===== src/rtl/memory_unit_pkg.sv =====
// memory_unit_pkg: shared opcode constants, decode helpers and FSM state type for the memory stage.
package memory_unit_pkg;
   localparam logic [6:0] OP_NOP     = 7'b0100000;
   localparam logic [6:0] MEM_MASK_A = 7'b1100000;
   localparam logic [6:0] MEM_VAL_A  = 7'b1100000;
   localparam logic [6:0] MEM_MASK_B = 7'b1111000;
   localparam logic [6:0] MEM_VAL_B  = 7'b1000000;
   localparam logic [7:0] WAIT_LIMIT = 8'd255;
   typedef enum logic [1:0] {S_IDLE, S_REQ, S_DONE} state_t;
   function automatic logic is_class_a(input logic [6:0] op);
      return (op & MEM_MASK_A) == MEM_VAL_A;
   endfunction
   function automatic logic is_lit(input logic [6:0] op);
      return (op & MEM_MASK_B) == MEM_VAL_B;
   endfunction
   function automatic logic is_mem(input logic [6:0] op);
      return is_class_a(op) || is_lit(op);
   endfunction
   function automatic logic is_load(input logic [6:0] op);
      return is_class_a(op) ? op[4] : is_lit(op);
   endfunction
   function automatic logic is_wb(input logic [6:0] op);
      return is_class_a(op) && op[2];
   endfunction
endpackage


===== src/rtl/memory_pipeline_unit.sv =====
// memory_pipeline_unit: stage register with capture enable and flush-to-NOP.
module memory_pipeline_unit
   import memory_unit_pkg::*;
(
   input  logic        clk,
   input  logic        rst,
   input  logic        i_en,
   input  logic        i_flush,
   input  logic [31:0] i_instr,
   input  logic [6:0]  i_opcode,
   input  logic [31:0] i_alu,
   input  logic [31:0] i_sd,
   output logic [31:0] o_instr,
   output logic [6:0]  o_opcode,
   output logic [31:0] o_alu,
   output logic [31:0] o_sd
);
   logic [31:0] r_instr, r_alu, r_sd;
   logic [6:0]  r_opcode;
   always_ff @(posedge clk) begin
      if (rst) begin
         r_instr  <= '0;
         r_opcode <= OP_NOP;
         r_alu    <= '0;
         r_sd     <= '0;
      end else if (i_en) begin
         r_instr  <= i_flush ? '0 : i_instr;
         r_opcode <= i_flush ? OP_NOP : i_opcode;
         r_alu    <= i_alu;
         r_sd     <= i_sd;
      end
   end
   assign o_instr  = r_instr;
   assign o_opcode = r_opcode;
   assign o_alu    = r_alu;
   assign o_sd     = r_sd;
endmodule


===== src/rtl/memory_unit.sv =====
// memory_unit: memory pipeline stage issuing one load/store request per captured memory op.
module memory_unit
   import memory_unit_pkg::*;
(
   input  logic        clk,
   input  logic        rst,
   input  logic [31:0] instr_in,
   input  logic [6:0]  opcode_in,
   input  logic [31:0] alu_result_in,
   input  logic [31:0] store_data_in,
   input  logic        branch_in,
   input  logic        sel_stall,
   input  logic [31:0] mem_rdata,
   input  logic        mem_ready,
   output logic        mem_req,
   output logic        mem_we,
   output logic [31:0] mem_addr,
   output logic [31:0] mem_wdata,
   output logic [6:0]  opcode_memory,
   output logic [3:0]  rn_memory,
   output logic [3:0]  rd_memory,
   output logic [1:0]  sel_w_addr1_memory,
   output logic [31:0] wb_data,
   output logic [31:0] instr_output,
   output logic        stall_mem,
   output logic        mem_timeout
);
   logic [31:0] w_instr, w_alu, w_sd;
   logic [6:0]  w_op, w_op_in;
   logic        w_capture, w_enter;
   state_t      r_state, w_state_nxt;
   logic [7:0]  r_wait, w_wait_nxt;
   logic        r_timeout;
   logic [31:0] r_ld_data;
   memory_pipeline_unit u_pipe (
      .clk      (clk),
      .rst      (rst),
      .i_en     (w_capture),
      .i_flush  (branch_in),
      .i_instr  (instr_in),
      .i_opcode (opcode_in),
      .i_alu    (alu_result_in),
      .i_sd     (store_data_in),
      .o_instr  (w_instr),
      .o_opcode (w_op),
      .o_alu    (w_alu),
      .o_sd     (w_sd)
   );
   assign w_op_in   = branch_in ? OP_NOP : opcode_in;
   assign w_capture = !sel_stall && !stall_mem;
   assign w_enter   = w_capture && is_mem(w_op_in);
   always_comb begin
      w_state_nxt = w_capture ? (w_enter ? S_REQ : S_IDLE)
                  : (r_state == S_REQ && mem_ready) ? S_DONE : r_state;
      w_wait_nxt  = w_enter ? 8'd0
                  : (r_state == S_REQ && !mem_ready && r_wait != WAIT_LIMIT) ? r_wait + 8'd1 : r_wait;
   end
   always_ff @(posedge clk) begin
      if (rst) begin
         r_state   <= S_IDLE;
         r_wait    <= '0;
         r_timeout <= 1'b0;
         r_ld_data <= '0;
      end else begin
         r_state   <= w_state_nxt;
         r_wait    <= w_wait_nxt;
         r_timeout <= r_timeout || (w_wait_nxt == WAIT_LIMIT);
         if (r_state == S_REQ && mem_ready && is_load(w_op)) r_ld_data <= mem_rdata;
      end
   end
   assign mem_req            = r_state == S_REQ;
   assign stall_mem          = r_state == S_REQ && !mem_ready;
   assign mem_we             = !is_load(w_op);
   assign mem_addr           = w_alu;
   assign mem_wdata          = w_sd;
   assign opcode_memory      = w_op;
   assign rn_memory          = w_instr[19:16];
   assign rd_memory          = w_instr[15:12];
   assign sel_w_addr1_memory = is_wb(w_op) ? 2'b10 : 2'b00;
   assign wb_data            = is_load(w_op) ? r_ld_data : w_alu;
   assign instr_output       = w_instr;
   assign mem_timeout        = r_timeout;
endmodule


===== config.mk =====
export PLATFORM = sky130hd
export DESIGN_NAME = memory_unit
export DESIGN_NICKNAME = d
export VERILOG_FILES = /design/src/rtl/memory_unit_pkg.sv /design/src/rtl/memory_pipeline_unit.sv /design/src/rtl/memory_unit.sv
export SDC_FILE = /design/constraint.sdc
export NUM_CORES = 1
export LEC_CHECK = 0
export CORE_ASPECT_RATIO = 0.7
export CORE_MARGIN = 2
export CORE_UTILIZATION = 35
export DETAILED_ROUTE_END_ITERATION = 6
export MAX_ROUTING_LAYER = met4
export PLACE_DENSITY = 0.74
export SLEW_MARGIN = 20
export SYNTH_ARGS = -nofsm -noshare
export SYNTH_HDL_FRONTEND = slang
export SYNTH_SLANG_ARGS = --single-unit

===== constraint.sdc =====
create_clock -name clk -period 1.8 [get_ports clk]
set_input_delay 0.36 -clock clk [delete_from_list [all_inputs] [get_ports clk]]
set_output_delay 0.36 -clock clk [all_outputs]
set_load 0.05 [all_outputs]

==> reports/metrics.csv, run 1 <==
metric,value,unit
period_share,126,%
violations,negative setup slack,
setup_viol,65,
hpwl,13.9,mm
period_needed,2.27,ns
finalHoldViolations,0,
finClkSkew,0.00899,ns
chipWidth,159,um
drv_slew,0,
rsz0062_at_grt,true,
synthArstFlopShare,0,%
crit_path_max_fanout,9,
cap_violations,0,
grt_max_degree,75,
powerDensity,849,mW/mm^2
grt_pass1_vias,6018,
cp_data_required_time,1.44,ns
cts.sinks,146,
worst_slack,-0.469,ns
grt-ovfl-total,0,
path_class,reg2out,
drtIter0Drc,388,
cts_buffer_depth,2,
layout-drive-gt1-share,32.9,%
placement_rows,39,
syn_nets,866,
cts_tree,yes,
worst_setup_path_start_kind,flip-flop,
fill_cells,1380,
drc_errors,0,
synth_edf_count,0,
endpoint_kind,output pin,
die_area,0.0179,mm^2
ys_seq_area_share,49.6,%
h-tree-depth,4,
portBuffers,287,
clk_pin_slew,0.06,ns
drt_wl_total,20.1,mm
core_area,0.0164,mm^2
layout.cells.non_filler,1266,
syn_inst,725,
place.gp.congestion,0.855,
vdd_ir_drop_max,570,uV
syn_area_per_cell,8.13,um^2
ys_types,37,
finish.utilization,64.5,%
viasPerCell,4.87,
vias,6160,
wl_per_cell,15.9,um
synth_ff_type,dfxtp_1,
grt_antenna_before_repair,0,
area_growth,79.4,%
dr.pass1.iters,5,
die_y,113,um
antennaDiodeCount,0,
nets,1170,
final_antenna_net_count,0,
grt_pass1_wl,31.5,mm
hold_class,in2reg,
p_leak,4.36,nW
fmax,0.441,GHz
cts_inserted_buffers,17,
cp.arrival,1.91,ns
cts_root_buf,clkbuf_16,
status,"finished, violations left",
io_pins,289,
synth-seq-cells,146,
insertion_delay,0.41,ns
start_util,35.9,%
track_usage,22.7,%
place_inst,1224,
yosysWarnings,0,
syn-cell-area,0.00589,mm^2
logic make-up after synthesis:
logic type / share of synthesized area (%)
muxes: 6.99
DFF: 49.6
other: 0.0636
buffers and inverters: 5.58
and+or+nand+nor: 24.2
adders and majority gates: 0.212
AOI/OAI and AO/OA: 13.4
worst paths after layout:
path	startpoint	cells past startpoint	slack [ns]	end
worst max-delay path	u_pipe.o_opcode[4]	6	-0.47	wb_data[7]
worst min-delay path	rst	3	0.30	r_wait[1]
worst max register to register	u_pipe.o_opcode[3]	12	-0.24	r_ld_data[13]
worst min register to register	u_pipe.o_instr[25]	2	0.45	u_pipe.o_instr[25]
cell usage in the layout, fill, tap and decap left out, drive strengths merged, types with 3 or more instances in the layout:
cell type | synthesis | final
nand2 | 235 | 235
clkbuf | 35 | 18
nand3b | 37 | 37
o21ai | 5 | 5
nor2 | 19 | 19
or2 | 3 | 3
mux2 | 33 | 33
nor3 | 5 | 5
bufinv | 0 | 3
clkinv | 0 | 3
mux2i | 4 | 4
nor3b | 3 | 3
nand4 | 3 | 3
buf | 31 | 213
a21oi | 138 | 138
inv | 3 | 8
clkdlybuf4s50 | 0 | 137
dfxtp | 146 | 146
nand3 | 5 | 5
cells in the mapped netlist (all sizes together) (4+ instances only):
master | instances | area (um^2)
nor2 | 19 | 71.3
nand2 | 235 | 882
mux2 | 33 | 372
clkbuf | 35 | 131
nand3b | 37 | 278
buf | 31 | 186
mux2i | 4 | 40.0
a21oi | 138 | 691
o21ai | 5 | 28.8
nand3 | 5 | 25.0
dfxtp | 146 | 2920
nor3 | 5 | 25.0
critical path, cell delays in order, from the launching register on:
cell and delay [ns]:
dfxtp_4 0.35, and2_4 0.16, o21ai_4 0.20, buf_12 0.18
buf_12 0.14, mux2_4 0.32, buf_12 0.15
metrics by stage:
stage | area, um^2 | hold slack [ns] | setup TNS, ns | setup WS (ns) | power (mW)
2_1_floorplan | 6050 | 0.434 | 0 | 0.00126 | 4.42
3_3_place_gp | 9510 | 0.440 | -18.07 | -0.251 | 5.26
3_5_place_dp | 9510 | 0.443 | -21.30 | -0.352 | 5.28
4_1_cts | 10400 | 0.274 | -18.33 | -0.492 | 9.06
5_1_grt | 10600 | 0.282 | -24.00 | -0.522 | 9.30
6_report | 10600 | 0.303 | -20.75 | -0.469 | 8.98
power by group:
| part | total (mW) | internal [mW] | switching, mW |
|---|---|---|---|
| combinational | 1.79 | 0.799 | 0.992 |
| sequential | 3.42 | 3.35 | 0.0767 |
| clock | 3.76 | 2.28 | 1.48 |
sequential cells by signal (all words and copies together), names as in the netlist:
name and flops:
r_wait 8, u_pipe.o_opcode 7, u_pipe.o_instr 32, r_state 2, u_pipe.o_sd 32, r_ld_data 32
u_pipe.o_alu 32, mem_timeout 1
metal layers:
metal / vias to the layer above / global-route usage (%) / routed length (um)
met4: 0 / 4.55 / 189
met2: 205 / 36.2 / 9480
met3: 20 / 6.80 / 1180
li1: 3019 / - / -
met5: - / - / 0
met1: 2916 / 28.6 / 9230
final cells by class:
cell class | instances | area [um^2] | share of cell area [%]
clock buffer | 18 | 450 | 4.26
sequential | 146 | 2940 | 27.8
timing repair buffer | 351 | 3740 | 35.4
inverter | 3 | 11.3 | 0.106
clock inverter | 13 | 171 | 1.62
tap | 225 | 282 | 2.66
multi-input combinational | 510 | 2980 | 28.2
what timing repair did:
item / 4_1_cts / 5_1_grt
endpoints found under the setup margin: 65 / 68
gates cloned: 5 / 0
hold buffers: 0 / 0
gates resized for setup: 35 / 43
pin swaps: 25 / 4
setup buffers: 5 / 3
Power figures use the tool's default switching activity.
==> run 2: changes to the inputs <==
--- a/config.mk
+++ b/config.mk
@@ -7,10 +7,9 @@
 export LEC_CHECK = 0
 export CORE_ASPECT_RATIO = 0.7
 export CORE_MARGIN = 2
-export CORE_UTILIZATION = 35
+export CORE_UTILIZATION = 25
 export DETAILED_ROUTE_END_ITERATION = 6
 export MAX_ROUTING_LAYER = met4
-export PLACE_DENSITY = 0.74
 export SLEW_MARGIN = 20
 export SYNTH_ARGS = -nofsm -noshare
 export SYNTH_HDL_FRONTEND = slang
==> run 2 against run 1 <==
Critical path type unchanged; core utilization decreased by 20 points; design area is 3.5% lower; clock skew hardly changed; the run still ends with negative setup slack left; worst hold slack lost 0.056 ns; setup slack lost 0.0052 ns; critical path depth shrank 1; largest power group unchanged; global-route usage shrank 5.6 points.
==> reports/metrics.csv, run 2 (synthesized netlist as in run 1, its figures left out) <==
metric,value,unit
wl_per_cell,15.4,um
period_share,126,%
final_common_cell,nand2_1,
clk_pin_slew,0.06,ns
fill_cells,2291,
cts_buffer_depth,2,
grt_antenna_before_repair,0,
track_usage,17.0,%
period_needed,2.27,ns
grt_pass1_wl,32.3,mm
mostFrequentLayoutCells,"nand2_1, buf_4, dfxtp_1, a21oi_1, clkdlybuf4s50_1",
drt_wl_total,20.8,mm
area_growth,73.1,%
endpoint_kind,output pin,
die_y,132,um
violations,negative setup slack,
cts.sinks,146,
viasPerCell,4.44,
p_leak,4.23,nW
drv_slew,0,
top_layer_used,met4,
finalHoldViolations,0,
holdBufCountCts,0,
grt_pass1_vias,5854,
io_pins,289,
layout-drive-gt1-share,28.4,%
worst_setup_path_start_kind,flip-flop,
status,"finished, violations left",
insertion_delay,0.43,ns
cap_violations,0,
chipWidth,188,um
grt-ovfl-total,0,
met3_length,1.37,mm
antennaDiodeCount,0,
cp_data_required_time,1.44,ns
cts_tree,yes,
totalPowerFinal,8.88,mW
rsz0062_at_grt,true,
cts_inserted_buffers,17,
multiInputGateArea,0.00279,mm^2
crit_path_max_fanout,13,
fmax,0.440,GHz
dr.pass1.iters,4,
finClkSkew,0.00857,ns
final.setup.tns,-17.66,ns
portBuffers,287,
placement_rows,46,
wl_met1,9.73,mm
hold_class,in2reg,
cp.arrival,1.91,ns
hpwl,14.9,mm
grt_max_degree,64,
path_class,reg2out,
start_util,25.7,%
layout.area.seq,0.00294,mm^2
worst_slack,-0.474,ns
powerDensity,871,mW/mm^2
vdd_ir_drop_max,594,uV
drc_errors,0,
setup_viol,65,
wl_met2,9.41,mm
core_area,0.0229,mm^2
vias,6000,
drtIter0Drc,245,
nets,1167,
cts_root_buf,clkbuf_16,
final_antenna_net_count,0,
die_area,0.0248,mm^2
h-tree-depth,4,
place.gp.congestion,0.815,
==> run 2: cell types whose count changed in the layout (fill, tap and decap cells not counted), moves of 2 or more <==
cell / before / now
a21oi_1: 124 / 138
a21oi_2: 14 / 0
buf_12: 53 / 30
buf_16: 4 / 1
buf_4: 152 / 157
buf_6: 3 / 18
clkinv_2: 1 / 4
clkinvlp_4: 2 / 4
inv_6: 5 / 1
nand2_1: 206 / 235
nand2_2: 19 / 0
nand2_4: 10 / 0
==> run 2: stage by stage <==
stage	area (um^2)	hold slack (ns)	util [%]	cells	worst slack [ns]
5_1_grt	10200	0.244	44.5	1351	-0.542
4_1_cts	10100	0.236	44.3	1349	-0.520
3_3_place_gp	9390	0.439	41.0	1314	-0.279
6_report	10200	0.247	44.5	1351	-0.474
3_5_place_dp	9390	0.446	41.0	1314	-0.285
2_1_floorplan	6050	0.434	-	725	0.00126
==> run 2: critical path, cell delays in order, from the launching register on <==
cell and delay (ns):
dfxtp_4 0.35, and2_4 0.16, o21ai_4 0.22, buf_6 0.25, mux2_4 0.32, buf_4 0.19
==> run 2: final timing paths <==
path | startpoint | endpoint | slack [ns] | cells past startpoint
setup / recovery | u_pipe.o_opcode[4] | wb_data[23] | -0.47 | 5
hold reg to reg | u_pipe.o_instr[30] | u_pipe.o_instr[30] | 0.45 | 2
setup reg to reg | u_pipe.o_opcode[3] | r_ld_data[23] | -0.13 | 9
hold / removal | rst | u_pipe.o_opcode[4] | 0.25 | 2
==> run 2: per-layer routing <==
metal	vias up	track usage, %
met2	201	26.1
li1	2998	-
met5	-	-
met3	20	4.99
met1	2781	21.7
met4	0	5.03
==> run 2: layout make-up <==
class / count / area share [%]
inverter: 3 / 0.110
clock buffer: 19 / 4.45
sequential: 146 / 28.8
tap: 312 / 3.83
timing repair buffer: 348 / 33.9
multi-input combinational: 510 / 27.4
clock inverter: 13 / 1.55
==> run 2: where the power goes <==
part | total (mW) | leakage (nW) | internal [mW] | switching (mW)
clock | 3.72 | 0.290 | 2.26 | 1.46
sequential | 3.42 | 1.19 | 3.35 | 0.0771
combinational | 1.74 | 2.74 | 0.756 | 0.988
total | 8.88 | 4.23 | 6.36 | 2.52
==> run 2: timing repair <==
item / in CTS / in global routing
endpoints found under the hold margin: 0 / 0
resized for setup: 22 / 9
cloned: 1 / 2
endpoints found under the setup margin: 33 / 67
setup buffers: 2 / 1
pin swaps: 1 / 1
